File: src/rtl/lcd_pkg.sv
// lcd_pkg: shared definitions for the 4-bit character-LCD write engine.
//   - lcd_state_e     : FSM state encoding
//   - LCD_CMD_CLEAR/HOME : commands that need the long post-command wait
//   - init_nibble / init_wait_base : power-up init table (nibble, unscaled wait)
//   - is_long_cmd     : selects the long wait for clear/home style commands
package lcd_pkg;

    typedef enum logic [2:0] {
        ST_PWR_WAIT = 3'd0,
        ST_INIT_NIB = 3'd1,
        ST_IDLE     = 3'd2,
        ST_SETUP    = 3'd3,
        ST_PULSE    = 3'd4,
        ST_HOLD     = 3'd5,
        ST_GAP      = 3'd6,
        ST_WAIT     = 3'd7
    } lcd_state_e;

    localparam logic [7:0] LCD_CMD_CLEAR = 8'h01;
    localparam logic [7:0] LCD_CMD_HOME  = 8'h02;

    // Init sequence: 3, 3, 3, 2 (switch the controller into 4-bit mode).
    function automatic logic [3:0] init_nibble(input logic [1:0] idx);
        return (idx == 2'd3) ? 4'h2 : 4'h3;
    endfunction

    // Waits are expressed for CMD_WAIT_CYCLES = 2000 and scaled by the top.
    function automatic int unsigned init_wait_base(input logic [1:0] idx);
        case (idx)
            2'd0:    return 205000;
            2'd1:    return 5000;
            default: return 2000;
        endcase
    endfunction

    // 0x03 also decodes as return-home on HD44780, so it gets the long wait.
    function automatic logic is_long_cmd(input logic rs, input logic [7:0] b);
        return !rs && (b == LCD_CMD_CLEAR || b == LCD_CMD_HOME || b == 8'h03);
    endfunction

endpackage

File: src/rtl/lcd_delay_counter.sv
// lcd_delay_counter: loadable down-counter timing every FSM state.
//   i_clk, i_rst : clock, async active-high reset (counter <- RST_VAL)
//   i_load       : load i_value this cycle (else count down, saturating at 0)
//   i_value      : N-1 for a state lasting N cycles
//   o_zero       : counter is 0, the current state ends this cycle
module lcd_delay_counter #(
    parameter int               CNT_W   = 20,
    parameter logic [CNT_W-1:0] RST_VAL = '0
) (
    input  logic             i_clk,
    input  logic             i_rst,
    input  logic             i_load,
    input  logic [CNT_W-1:0] i_value,
    output logic             o_zero
);
    logic [CNT_W-1:0] r_cnt;

    always_ff @(posedge i_clk or posedge i_rst) begin
        if (i_rst)              r_cnt <= RST_VAL;
        else if (i_load)        r_cnt <= i_value;
        else if (r_cnt != '0)   r_cnt <= r_cnt - 1'b1;
    end

    assign o_zero = (r_cnt == '0);
endmodule

File: src/rtl/lcd_nibble_writer.sv
// lcd_nibble_writer: HD44780 4-bit write engine. Takes a byte (command or
// data) over valid/ready and emits it as two E-strobed nibbles, high first,
// with setup/enable/hold, inter-nibble and post-command delays.
// Optional feature macro: LCD_INIT_SEQ_EN -- when defined, the engine waits
// POWERUP_CYCLES after reset and sends the 3,3,3,2 init nibbles by itself.
// Ports:
//   Clock, Reset            : clock, async active-high reset
//   iValid, iRS, iData      : byte offer (iRS 0 = command, 1 = data)
//   oReady, oBusy           : accept strobe (IDLE only) and its inverse
//   oLCD_Enabled            : E
//   oLCD_RegisterSelect     : RS
//   oLCD_Data               : DB7..DB4
//   oLCD_StrataFlashControl : constant 1 (shared flash held off)
//   oLCD_ReadWrite          : constant 0 (write-only)
module lcd_nibble_writer
    import lcd_pkg::*;
#(
    parameter int SETUP_CYCLES      = 2,
    parameter int ENABLE_CYCLES     = 12,
    parameter int HOLD_CYCLES       = 1,
    parameter int NIBBLE_GAP_CYCLES = 50,
    parameter int CMD_WAIT_CYCLES   = 2000,
    parameter int LONG_WAIT_CYCLES  = 82000,
    parameter int POWERUP_CYCLES    = 750000,
    parameter int CNT_W             = 20
) (
    input  logic       Clock,
    input  logic       Reset,
    input  logic       iValid,
    input  logic       iRS,
    input  logic [7:0] iData,
    output logic       oReady,
    output logic       oBusy,
    output logic       oLCD_Enabled,
    output logic       oLCD_RegisterSelect,
    output logic       oLCD_StrataFlashControl,
    output logic       oLCD_ReadWrite,
    output logic [3:0] oLCD_Data
);
    localparam logic [CNT_W-1:0] L_SETUP  = CNT_W'(SETUP_CYCLES - 1);
    localparam logic [CNT_W-1:0] L_ENABLE = CNT_W'(ENABLE_CYCLES - 1);
    localparam logic [CNT_W-1:0] L_HOLD   = CNT_W'(HOLD_CYCLES - 1);
    localparam logic [CNT_W-1:0] L_GAP    = CNT_W'(NIBBLE_GAP_CYCLES - 1);
    localparam logic [CNT_W-1:0] L_CMD    = CNT_W'(CMD_WAIT_CYCLES - 1);
    localparam logic [CNT_W-1:0] L_LONG   = CNT_W'(LONG_WAIT_CYCLES - 1);
    // Counter comes out of reset timing the power-up wait; without the init
    // sequence the engine sits in IDLE, which never looks at the counter.
    localparam logic [CNT_W-1:0] L_PWR    = CNT_W'(POWERUP_CYCLES - 1);

`ifdef LCD_INIT_SEQ_EN
    localparam lcd_state_e ST_RESET = ST_PWR_WAIT;
    localparam logic       RDY_RST  = 1'b0;
`else
    localparam lcd_state_e ST_RESET = ST_IDLE;
    localparam logic       RDY_RST  = 1'b1;
`endif

    lcd_state_e       r_state, w_state_nx;
    logic [7:0]       r_byte, w_byte_nx;
    logic             r_rs, w_rs_nx;
    logic             r_lower, w_lower_nx;   // 1 while the low nibble is out
    logic             w_load;
    logic [CNT_W-1:0] w_load_val;
    logic             w_zero;

    logic             r_e, r_rs_o, r_ready, r_busy;
    logic [3:0]       r_data;
    logic             w_e_nx, w_rs_o_nx, w_ready_nx;
    logic [3:0]       w_data_nx;

`ifdef LCD_INIT_SEQ_EN
    logic             r_init, w_init_nx;     // current nibble belongs to init
    logic [1:0]       r_idx, w_idx_nx;
    logic [CNT_W-1:0] w_init_wait;

    always_comb begin
        case (r_idx)
            2'd0:    w_init_wait = CNT_W'(int'(init_wait_base(2'd0)) * CMD_WAIT_CYCLES / 2000 - 1);
            2'd1:    w_init_wait = CNT_W'(int'(init_wait_base(2'd1)) * CMD_WAIT_CYCLES / 2000 - 1);
            default: w_init_wait = CNT_W'(int'(init_wait_base(2'd2)) * CMD_WAIT_CYCLES / 2000 - 1);
        endcase
    end
`endif

    lcd_delay_counter #(.CNT_W(CNT_W), .RST_VAL(L_PWR)) u_cnt (
        .i_clk   (Clock),
        .i_rst   (Reset),
        .i_load  (w_load),
        .i_value (w_load_val),
        .o_zero  (w_zero)
    );

    // State register
    always_ff @(posedge Clock or posedge Reset) begin
        if (Reset) begin
            r_state <= ST_RESET;
            r_byte  <= '0;
            r_rs    <= 1'b0;
            r_lower <= 1'b0;
`ifdef LCD_INIT_SEQ_EN
            r_init  <= 1'b1;
            r_idx   <= '0;
`endif
        end else begin
            r_state <= w_state_nx;
            r_byte  <= w_byte_nx;
            r_rs    <= w_rs_nx;
            r_lower <= w_lower_nx;
`ifdef LCD_INIT_SEQ_EN
            r_init  <= w_init_nx;
            r_idx   <= w_idx_nx;
`endif
        end
    end

    // Next state; every transition reloads the counter with the new state's N-1
    always_comb begin
        w_state_nx = r_state;
        w_byte_nx  = r_byte;
        w_rs_nx    = r_rs;
        w_lower_nx = r_lower;
        w_load     = 1'b0;
        w_load_val = L_SETUP;
`ifdef LCD_INIT_SEQ_EN
        w_init_nx  = r_init;
        w_idx_nx   = r_idx;
`endif
        case (r_state)
            ST_IDLE: if (iValid) begin
                w_state_nx = ST_SETUP;
                w_byte_nx  = iData;
                w_rs_nx    = iRS;
                w_lower_nx = 1'b0;
                w_load     = 1'b1;
                w_load_val = L_SETUP;
            end
            ST_SETUP: if (w_zero) begin
                w_state_nx = ST_PULSE;
                w_load     = 1'b1;
                w_load_val = L_ENABLE;
            end
            ST_PULSE: if (w_zero) begin
                w_state_nx = ST_HOLD;
                w_load     = 1'b1;
                w_load_val = L_HOLD;
            end
            ST_HOLD: if (w_zero) begin
                w_load = 1'b1;
`ifdef LCD_INIT_SEQ_EN
                if (r_init) begin
                    w_state_nx = ST_WAIT;
                    w_load_val = w_init_wait;
                end else
`endif
                if (!r_lower) begin
                    w_lower_nx = 1'b1;
                    if (NIBBLE_GAP_CYCLES > 0) begin
                        w_state_nx = ST_GAP;
                        w_load_val = L_GAP;
                    end else begin
                        w_state_nx = ST_SETUP;
                        w_load_val = L_SETUP;
                    end
                end else begin
                    w_state_nx = ST_WAIT;
                    w_load_val = is_long_cmd(r_rs, r_byte) ? L_LONG : L_CMD;
                end
            end
            ST_GAP: if (w_zero) begin
                w_state_nx = ST_SETUP;
                w_load     = 1'b1;
                w_load_val = L_SETUP;
            end
            ST_WAIT: if (w_zero) begin
                w_state_nx = ST_IDLE;
`ifdef LCD_INIT_SEQ_EN
                if (r_init && r_idx != 2'd3) begin
                    w_state_nx = ST_INIT_NIB;
                    w_idx_nx   = r_idx + 2'd1;
                end else begin
                    w_init_nx  = 1'b0;
                end
`endif
            end
`ifdef LCD_INIT_SEQ_EN
            ST_PWR_WAIT: if (w_zero) w_state_nx = ST_INIT_NIB;
            ST_INIT_NIB: begin
                // Init nibble rides in the high half so the normal path emits it
                w_state_nx = ST_SETUP;
                w_byte_nx  = {init_nibble(r_idx), 4'h0};
                w_rs_nx    = 1'b0;
                w_lower_nx = 1'b0;
                w_load     = 1'b1;
                w_load_val = L_SETUP;
            end
`endif
            default: w_state_nx = ST_IDLE;
        endcase
    end

    // Output decode from the next state, so the pins are plain registers
    always_comb begin
        w_ready_nx = (w_state_nx == ST_IDLE);
        w_e_nx     = (w_state_nx == ST_PULSE);
        w_rs_o_nx  = r_rs_o;
        w_data_nx  = r_data;
        case (w_state_nx)
            ST_IDLE: begin
                w_data_nx = 4'h0;
                w_rs_o_nx = 1'b0;
            end
            ST_SETUP, ST_PULSE, ST_HOLD: begin
                w_data_nx = w_lower_nx ? w_byte_nx[3:0] : w_byte_nx[7:4];
                w_rs_o_nx = w_rs_nx;
            end
            default: ;  // GAP/WAIT/power-up keep the last nibble on the bus
        endcase
    end

    always_ff @(posedge Clock or posedge Reset) begin
        if (Reset) begin
            r_e     <= 1'b0;
            r_rs_o  <= 1'b0;
            r_data  <= 4'h0;
            r_ready <= RDY_RST;
            r_busy  <= ~RDY_RST;
        end else begin
            r_e     <= w_e_nx;
            r_rs_o  <= w_rs_o_nx;
            r_data  <= w_data_nx;
            r_ready <= w_ready_nx;
            r_busy  <= ~w_ready_nx;
        end
    end

    assign oReady                  = r_ready;
    assign oBusy                   = r_busy;
    assign oLCD_Enabled            = r_e;
    assign oLCD_RegisterSelect     = r_rs_o;
    assign oLCD_Data               = r_data;
    assign oLCD_StrataFlashControl = 1'b1;
    assign oLCD_ReadWrite          = 1'b0;
endmodule

File: config.mk
export PLATFORM = sky130hd
export DESIGN_NAME = lcd_nibble_writer
export DESIGN_NICKNAME = d
export VERILOG_FILES = /design/src/rtl/lcd_pkg.sv /design/src/rtl/lcd_delay_counter.sv /design/src/rtl/lcd_nibble_writer.sv
export SDC_FILE = /design/constraint.sdc
export NUM_CORES = 1
export LEC_CHECK = 0
export ABC_AREA = 0
export BUFFER_PORTS_ARGS = -buffer_cell sky130_fd_sc_hd__buf_4
export CELL_PAD_IN_SITES_DETAIL_PLACEMENT = 1
export CELL_PAD_IN_SITES_GLOBAL_PLACEMENT = 1
export CORE_MARGIN = 2
export CORE_UTILIZATION = 25
export CTS_BUF_LIST = sky130_fd_sc_hd__clkbuf_8
export CTS_CLUSTER_DIAMETER = 60
export DETAILED_ROUTE_END_ITERATION = 10
export PLACE_DENSITY = 0.54
export SLEW_MARGIN = 20
export SYNTH_ARGS = -nofsm -noshare
export SYNTH_HDL_FRONTEND = slang
export SYNTH_HIERARCHICAL = 1
export SYNTH_SLANG_ARGS = --single-unit
File: constraint.sdc
create_clock -name Clock -period 3.7 [get_ports Clock]
set_input_delay 0.925 -clock Clock [delete_from_list [all_inputs] [get_ports Clock]]
set_output_delay 0.925 -clock Clock [all_outputs]
set_load 0.02 [all_outputs]
==> flow_metrics.env, run 1 <==
export IMPL_cts_resized=0
export IMPL_pwr_share_seq_pct=52.0
export IMPL_p_sw_uw=510
export IMPL_timing_final_crit_period_ns=2.76
export IMPL_portBuffers=19
export IMPL_wire_per_inst_um=14.6
export IMPL_multi_input_area_um2=1230
export IMPL_ff_latch_area_um2=1040
export IMPL_crit_path_start_kind="flip-flop"
export IMPL_gr_usage_all_layers_pct=11.8
export IMPL_clkSlewWorstSetupHoldPaths_ns=0.09
export IMPL_grt_max_degree=23
export IMPL_fp_coreArea_um2=9240
export IMPL_drtIter0Drc=54
export IMPL_critPathBufInv=2
export IMPL_gp_congestion=0.714
export IMPL_critical_path_max_stage_delay_ns=0.52
export IMPL_insertion_delay_ns=0.30
export IMPL_num_rows=35
export IMPL_synthArstFlopShare_pct=100
export IMPL_synth_ff_type="dfrtp_1"
export IMPL_htree_levels=2
export IMPL_cp_end_kind="flip-flop"
export IMPL_totalNegativeSetupSlack_ns=0
export IMPL_synthToLayoutAreaGrowth_pct=16.1
export IMPL_hold_buffers=0
export IMPL_cts_sinks=41
export IMPL_vias_per_cell=4.63
export IMPL_pwr_share_clk_pct=21.0
export IMPL_ys_seq_area_share_pct=43.9
export IMPL_slew_violations=0
export IMPL_first_pass_iters=4
export IMPL_place_hpwl_um=4130
export IMPL_critical_path_top_delay_family="simple AND/OR/NAND/NOR gates"
export IMPL_netlist_instances=231
export IMPL_fillers=1068
export IMPL_timing_final_crit_share_pct=74.7
export IMPL_ys_top_cells_by_area="dfrtp_1 27%, dfstp_2 17%, o31ai_1 4.1%"
export IMPL_io_pins=22
export IMPL_fp_dieH_um=102
export IMPL_maxCapViolCount=0
export IMPL_critPathArrivalTime_ns=3.00
export IMPL_synth_edf_count=0
export IMPL_relSlewSlack_pct=45.5
export IMPL_nets=272
export IMPL_rsz0062_at_grt="no"
export IMPL_tightest_slew_ns=0.816
export IMPL_via_count=1795
export IMPL_power_leakage_nw=1.09
export IMPL_mostFrequentLayoutCell="dfrtp_1"
export IMPL_fin_util_pct=29.9
export IMPL_layout_common_cells="26 x dfrtp_1, 25 x buf_4, 23 x nand2_1"
export IMPL_status="finished clean"
export IMPL_grt_pass1_vias=1916
export IMPL_power_density_nw_per_um2=515
export IMPL_finalClockSkew_ns=0.00640
export IMPL_crit_chain="nor4_4 -> buf_4 -> nand4_2 -> nor2_2 -> a21o_1 -> inv_1 -> nand3_1 -> o22ai_1 -> and3b_1"
export IMPL_cts_root_buf="clkbuf_8"
export IMPL_ys_warn_count=6
export IMPL_start_util_pct=25.7
export IMPL_grt_pass1_wl_um=9600
export IMPL_setup_viol=0
export IMPL_avgSynthCellArea_um2=10.3
export IMPL_yosysTopAreaCellShare_pct=27.4
export IMPL_cts_setup_buffers=0
export IMPL_ir_drop_v=0.000179
export IMPL_path_class="flip-flop to flip-flop"
export IMPL_dp_cells=380
export IMPL_netlist_cell_type_count=57
export IMPL_gr_total_overflow=0
export IMPL_ant_nets=0
export IMPL_required_ns=3.94
export IMPL_drt_wl_total_um=5660
export IMPL_n_antenna_cell=0
export IMPL_drc=0
export IMPL_p_int_uw=911
export IMPL_sw_frac_of_total_pct=35.9
export IMPL_slowest_stage="a21o_1"
export IMPL_cts_buffers=5
export IMPL_antenna_found_initial=0
export IMPL_die_w_um=102
export IMPL_fmax_mhz=362
export IMPL_hold_violations=0
export IMPL_dieArea_um2=10300
export IMPL_cts_tree="built"
export IMPL_drive_gt1_share_pct=27.4
export IMPL_clockBufferDepth=2
export IMPL_synth_top_area_cell="dfrtp_1"
export IMPL_synth_area_um2=2380
export IMPL_hold_class="flip-flop to flip-flop"
export IMPL_cp_max_fo=17
export IMPL_ys_ff_latch=41
export IMPL_finalNonFillerCells=388
export IMPL_p_comb_share_pct=27.0
## Yosys cell counts (5+ instances only)
library cell  number
a21oi_1            8
a22o_1             6
buf_4              5
dfrtp_1           26
dfstp_2           15
inv_1             12
mux2_2             5
nand2_1           23
nor2_1            15
nor3_1             8
o31ai_1           13
xnor2_1            6
xor2_1             7
## flip-flops by register name, indices dropped and copies added, names as in the netlist
name / flops
r_lower: 1
r_byte: 8
oReady: 1
u_cnt/r_cnt: 20
oLCD_Enabled: 1
oBusy: 1
oLCD_Data: 4
oLCD_RegisterSelect: 1
r_state: 3
r_rs: 1
## worst paths after layout
kind / startpoint / end / slack [ns] / depth (start not counted)
min: oLCD_RegisterSelect / oLCD_RegisterSelect / 0.52 / 1
max: u_cnt/r_cnt[4] / u_cnt/r_cnt[15] / 0.94 / 9
min in group asynchronous: Reset / u_cnt/r_cnt[4] / 0.78 / 2
max reg2reg: u_cnt/r_cnt[4] / u_cnt/r_cnt[15] / 0.94 / 9
max in group asynchronous: Reset / oLCD_Data[1] / 2.40 / 2
min reg2reg: oLCD_RegisterSelect / oLCD_RegisterSelect / 0.52 / 1
## routing by layer
| layer | global-route usage, % | vias up | routed length (um) |
|---|---|---|---|
| met1 | 15.3 | 897 | 2690 |
| met3 | 2.69 | 2 | 178 |
| met2 | 20.1 | 20 | 2760 |
| met4 | 2.18 | 0 | 24 |
| li1 | - | 876 | - |
| met5 | 0 | - | 0 |
## logic make-up (layout without fill, tap and decap cells)
family | after synthesis | after routing | share of synthesized area (%)
other cells | 2 | 9 | 0.316
simple gates | 87 | 87 | 22.9
buf+inv | 24 | 45 | 5.26
flops | 41 | 41 | 43.9
fa+ha+maj | 2 | 2 | 1.05
mux | 14 | 14 | 7.21
xor+xnor | 13 | 13 | 4.79
compound gates | 48 | 48 | 14.5
## stage by stage
| stage | power (mW) | hold slack [ns] | worst slack (ns) | area (um2) |
|---|---|---|---|---|
| 2_1_floorplan | 1.03 | 0.477 | 1.14 | 2400 |
| 5_1_grt | 1.53 | 0.541 | 0.659 | 2760 |
| 3_3_place_gp | 1.13 | 0.503 | 1.04 | 2670 |
| 3_5_place_dp | 1.14 | 0.492 | 0.970 | 2670 |
| 6_report | 1.42 | 0.521 | 0.938 | 2760 |
| 4_1_cts | 1.45 | 0.527 | 0.937 | 2760 |
## area by class of cell
| class | instances | area share, % |
|---|---|---|
| Multi-Input combinational cell | 173 | 44.7 |
| Sequential cell | 41 | 37.9 |
| Timing Repair Buffer | 25 | 6.80 |
| Tap cell | 129 | 5.85 |
| Clock buffer | 5 | 2.49 |
| Inverter | 12 | 1.63 |
| Clock inverter | 3 | 0.680 |
## power by group through the flow
stage | sequential [mW] | clock (mW) | combinational (mW)
after floorplan | 0.712 | 0 | 0.315
after global placement | 0.747 | 0 | 0.385
after detailed placement | 0.749 | 0 | 0.389
after CTS | 0.742 | 0.316 | 0.391
after global routing | 0.760 | 0.332 | 0.439
final | 0.739 | 0.298 | 0.384
Note: power is estimated with default switching activity, not from simulation.
==> run 2: changes to the inputs <==
clock period = 2.59 ns   (was 3.7 ns; I/O delays follow)
==> flow_metrics.env, run 2 (synthesis gave the netlist of run 1 again) <==
export IMPL_drc=0
export IMPL_setup_viol=0
export IMPL_finalClockSkew_ns=0.00253
export IMPL_largest_reg_flops=20
export IMPL_crit_path_start_kind="flip-flop"
export IMPL_hold_buffers=0
export IMPL_hold_violations=0
export IMPL_ant_nets=0
export IMPL_tightest_slew_ns=0.847
export IMPL_worst_hold_slack_ns=0.508
export IMPL_vias_per_cell=4.61
export IMPL_timing_final_crit_period_ns=2.43
export IMPL_grt_pass1_wl_um=10100
export IMPL_r2r_end="oLCD_Data[3]"
export IMPL_cts_root_buf="clkbuf_8"
export IMPL_required_ns=2.77
export IMPL_dieArea_um2=10300
export IMPL_grt_max_degree=28
export IMPL_clockBufferDepth=2
export IMPL_io_pins=22
export IMPL_fp_coreArea_um2=9240
export IMPL_power_total_mw=2.19
export IMPL_gr_total_overflow=0
export IMPL_antenna_found_initial=0
export IMPL_relSlewSlack_pct=43.5
export IMPL_status="finished clean"
export IMPL_cts_buffers=5
export IMPL_ir_drop_v=0.000359
export IMPL_first_pass_iters=4
export IMPL_r2r_cells=7
export IMPL_multi_input_area_um2=1240
export IMPL_largest_register="u_cnt/r_cnt"
export IMPL_fillers=1068
export IMPL_maxCapViolCount=0
export IMPL_num_rows=35
export IMPL_clkSlewWorstSetupHoldPaths_ns=0.08
export IMPL_finalNonFillerCells=393
export IMPL_critPathArrivalTime_ns=2.61
export IMPL_layout_common_cells="29 x buf_4, 26 x dfrtp_1, 22 x nand2_1"
export IMPL_power_leakage_nw=1.13
export IMPL_fp_dieH_um=102
export IMPL_worstReg2RegStart="u_cnt/r_cnt[4]"
export IMPL_n_antenna_cell=0
export IMPL_start_util_pct=25.7
export IMPL_fin_area_um2=2840
export IMPL_fin_ws_ns=0.164
export IMPL_slew_violations=0
export IMPL_drtIter0Drc=39
export IMPL_place_hpwl_um=4330
export IMPL_mostFrequentLayoutCell="buf_4"
export IMPL_dp_slack_ns=0.131
export IMPL_portBuffers=19
export IMPL_fin_util_pct=30.7
export IMPL_cts_setup_buffers=0
export IMPL_dpl_instance_area_um2=2710
export IMPL_nets=277
export IMPL_reg2reg_slack_ns=0.16
export IMPL_gr_usage_all_layers_pct=12.6
export IMPL_fmax_mhz=412
export IMPL_path_class="flip-flop to flip-flop"
export IMPL_rsz0062_at_grt="no"
export IMPL_htree_levels=2
export IMPL_insertion_delay_ns=0.29
export IMPL_power_density_nw_per_um2=771
export IMPL_ff_latch_area_um2=1040
export IMPL_cp_end_kind="flip-flop"
export IMPL_grt_pass1_vias=1980
export IMPL_wire_per_inst_um=15.0
export IMPL_synthToLayoutAreaGrowth_pct=19.4
export IMPL_cts_sinks=41
export IMPL_totalNegativeSetupSlack_ns=0
export IMPL_cts_tree="built"
export IMPL_die_w_um=102
export IMPL_cp_max_fo=5
export IMPL_drt_wl_total_um=5900
export IMPL_drive_gt1_share_pct=29.9
export IMPL_hold_class="primary input to async pin"
export IMPL_timing_final_crit_share_pct=93.7
export IMPL_via_count=1813
export IMPL_gp_congestion=0.739
export IMPL_dp_cells=385
## run 2: worst max path at each step
stage,to,from,slack [ns],cells after the start
detailed placement,u_cnt/r_cnt[6],u_cnt/r_cnt[16],0.13,8
floorplan,oLCD_Data[0],u_cnt/r_cnt[10],0.03,8
global route,oLCD_Data[3],u_cnt/r_cnt[4],0.02,7
CTS,u_cnt/r_cnt[6],u_cnt/r_cnt[16],0.11,8
finish,oLCD_Data[3],u_cnt/r_cnt[4],0.16,7
global placement,oLCD_Data[0],u_cnt/r_cnt[16],0.19,7
## run 2: timing repair
action                                  in CTS  in global routing
hold endpoints to repair                     0                  0
endpoints found under the setup margin       0                 14
gates resized for setup                      0                  3
## run 2: cell type report
cell class	count	area share [%]
multi-input cells	173	43.6
flip-flops and latches	41	36.8
repair buffers	30	8.07
well taps	129	5.69
clock buffers	6	2.91
inverters	12	1.59
clock inverters	2	1.32
## run 2: per-layer routing
layer  share of wire (%)  wire length [um]  track usage [%]
met1                  49              2890             17.5
met5                   0                 0                0
met2                  48              2800             19.5
met4                0.68                40             3.22
met3                 2.8               167             3.17
## run 2: power by group
| part | switching [mW] | total (mW) | internal, mW |
|---|---|---|---|
| Clock | 0.233 | 0.547 | 0.314 |
| Sequential | 0.215 | 1.06 | 0.845 |
| Combinational | 0.294 | 0.582 | 0.288 |
## run 2: worst max-delay path, stage by stage (launching register included)
cell	delay, ns
dfrtp_1	0.46
nor4_4	0.36
nand4_2	0.20
nor2_2	0.19
nand3b_1	0.14
a211o_1	0.41
mux2_1	0.35
a22o_1	0.20
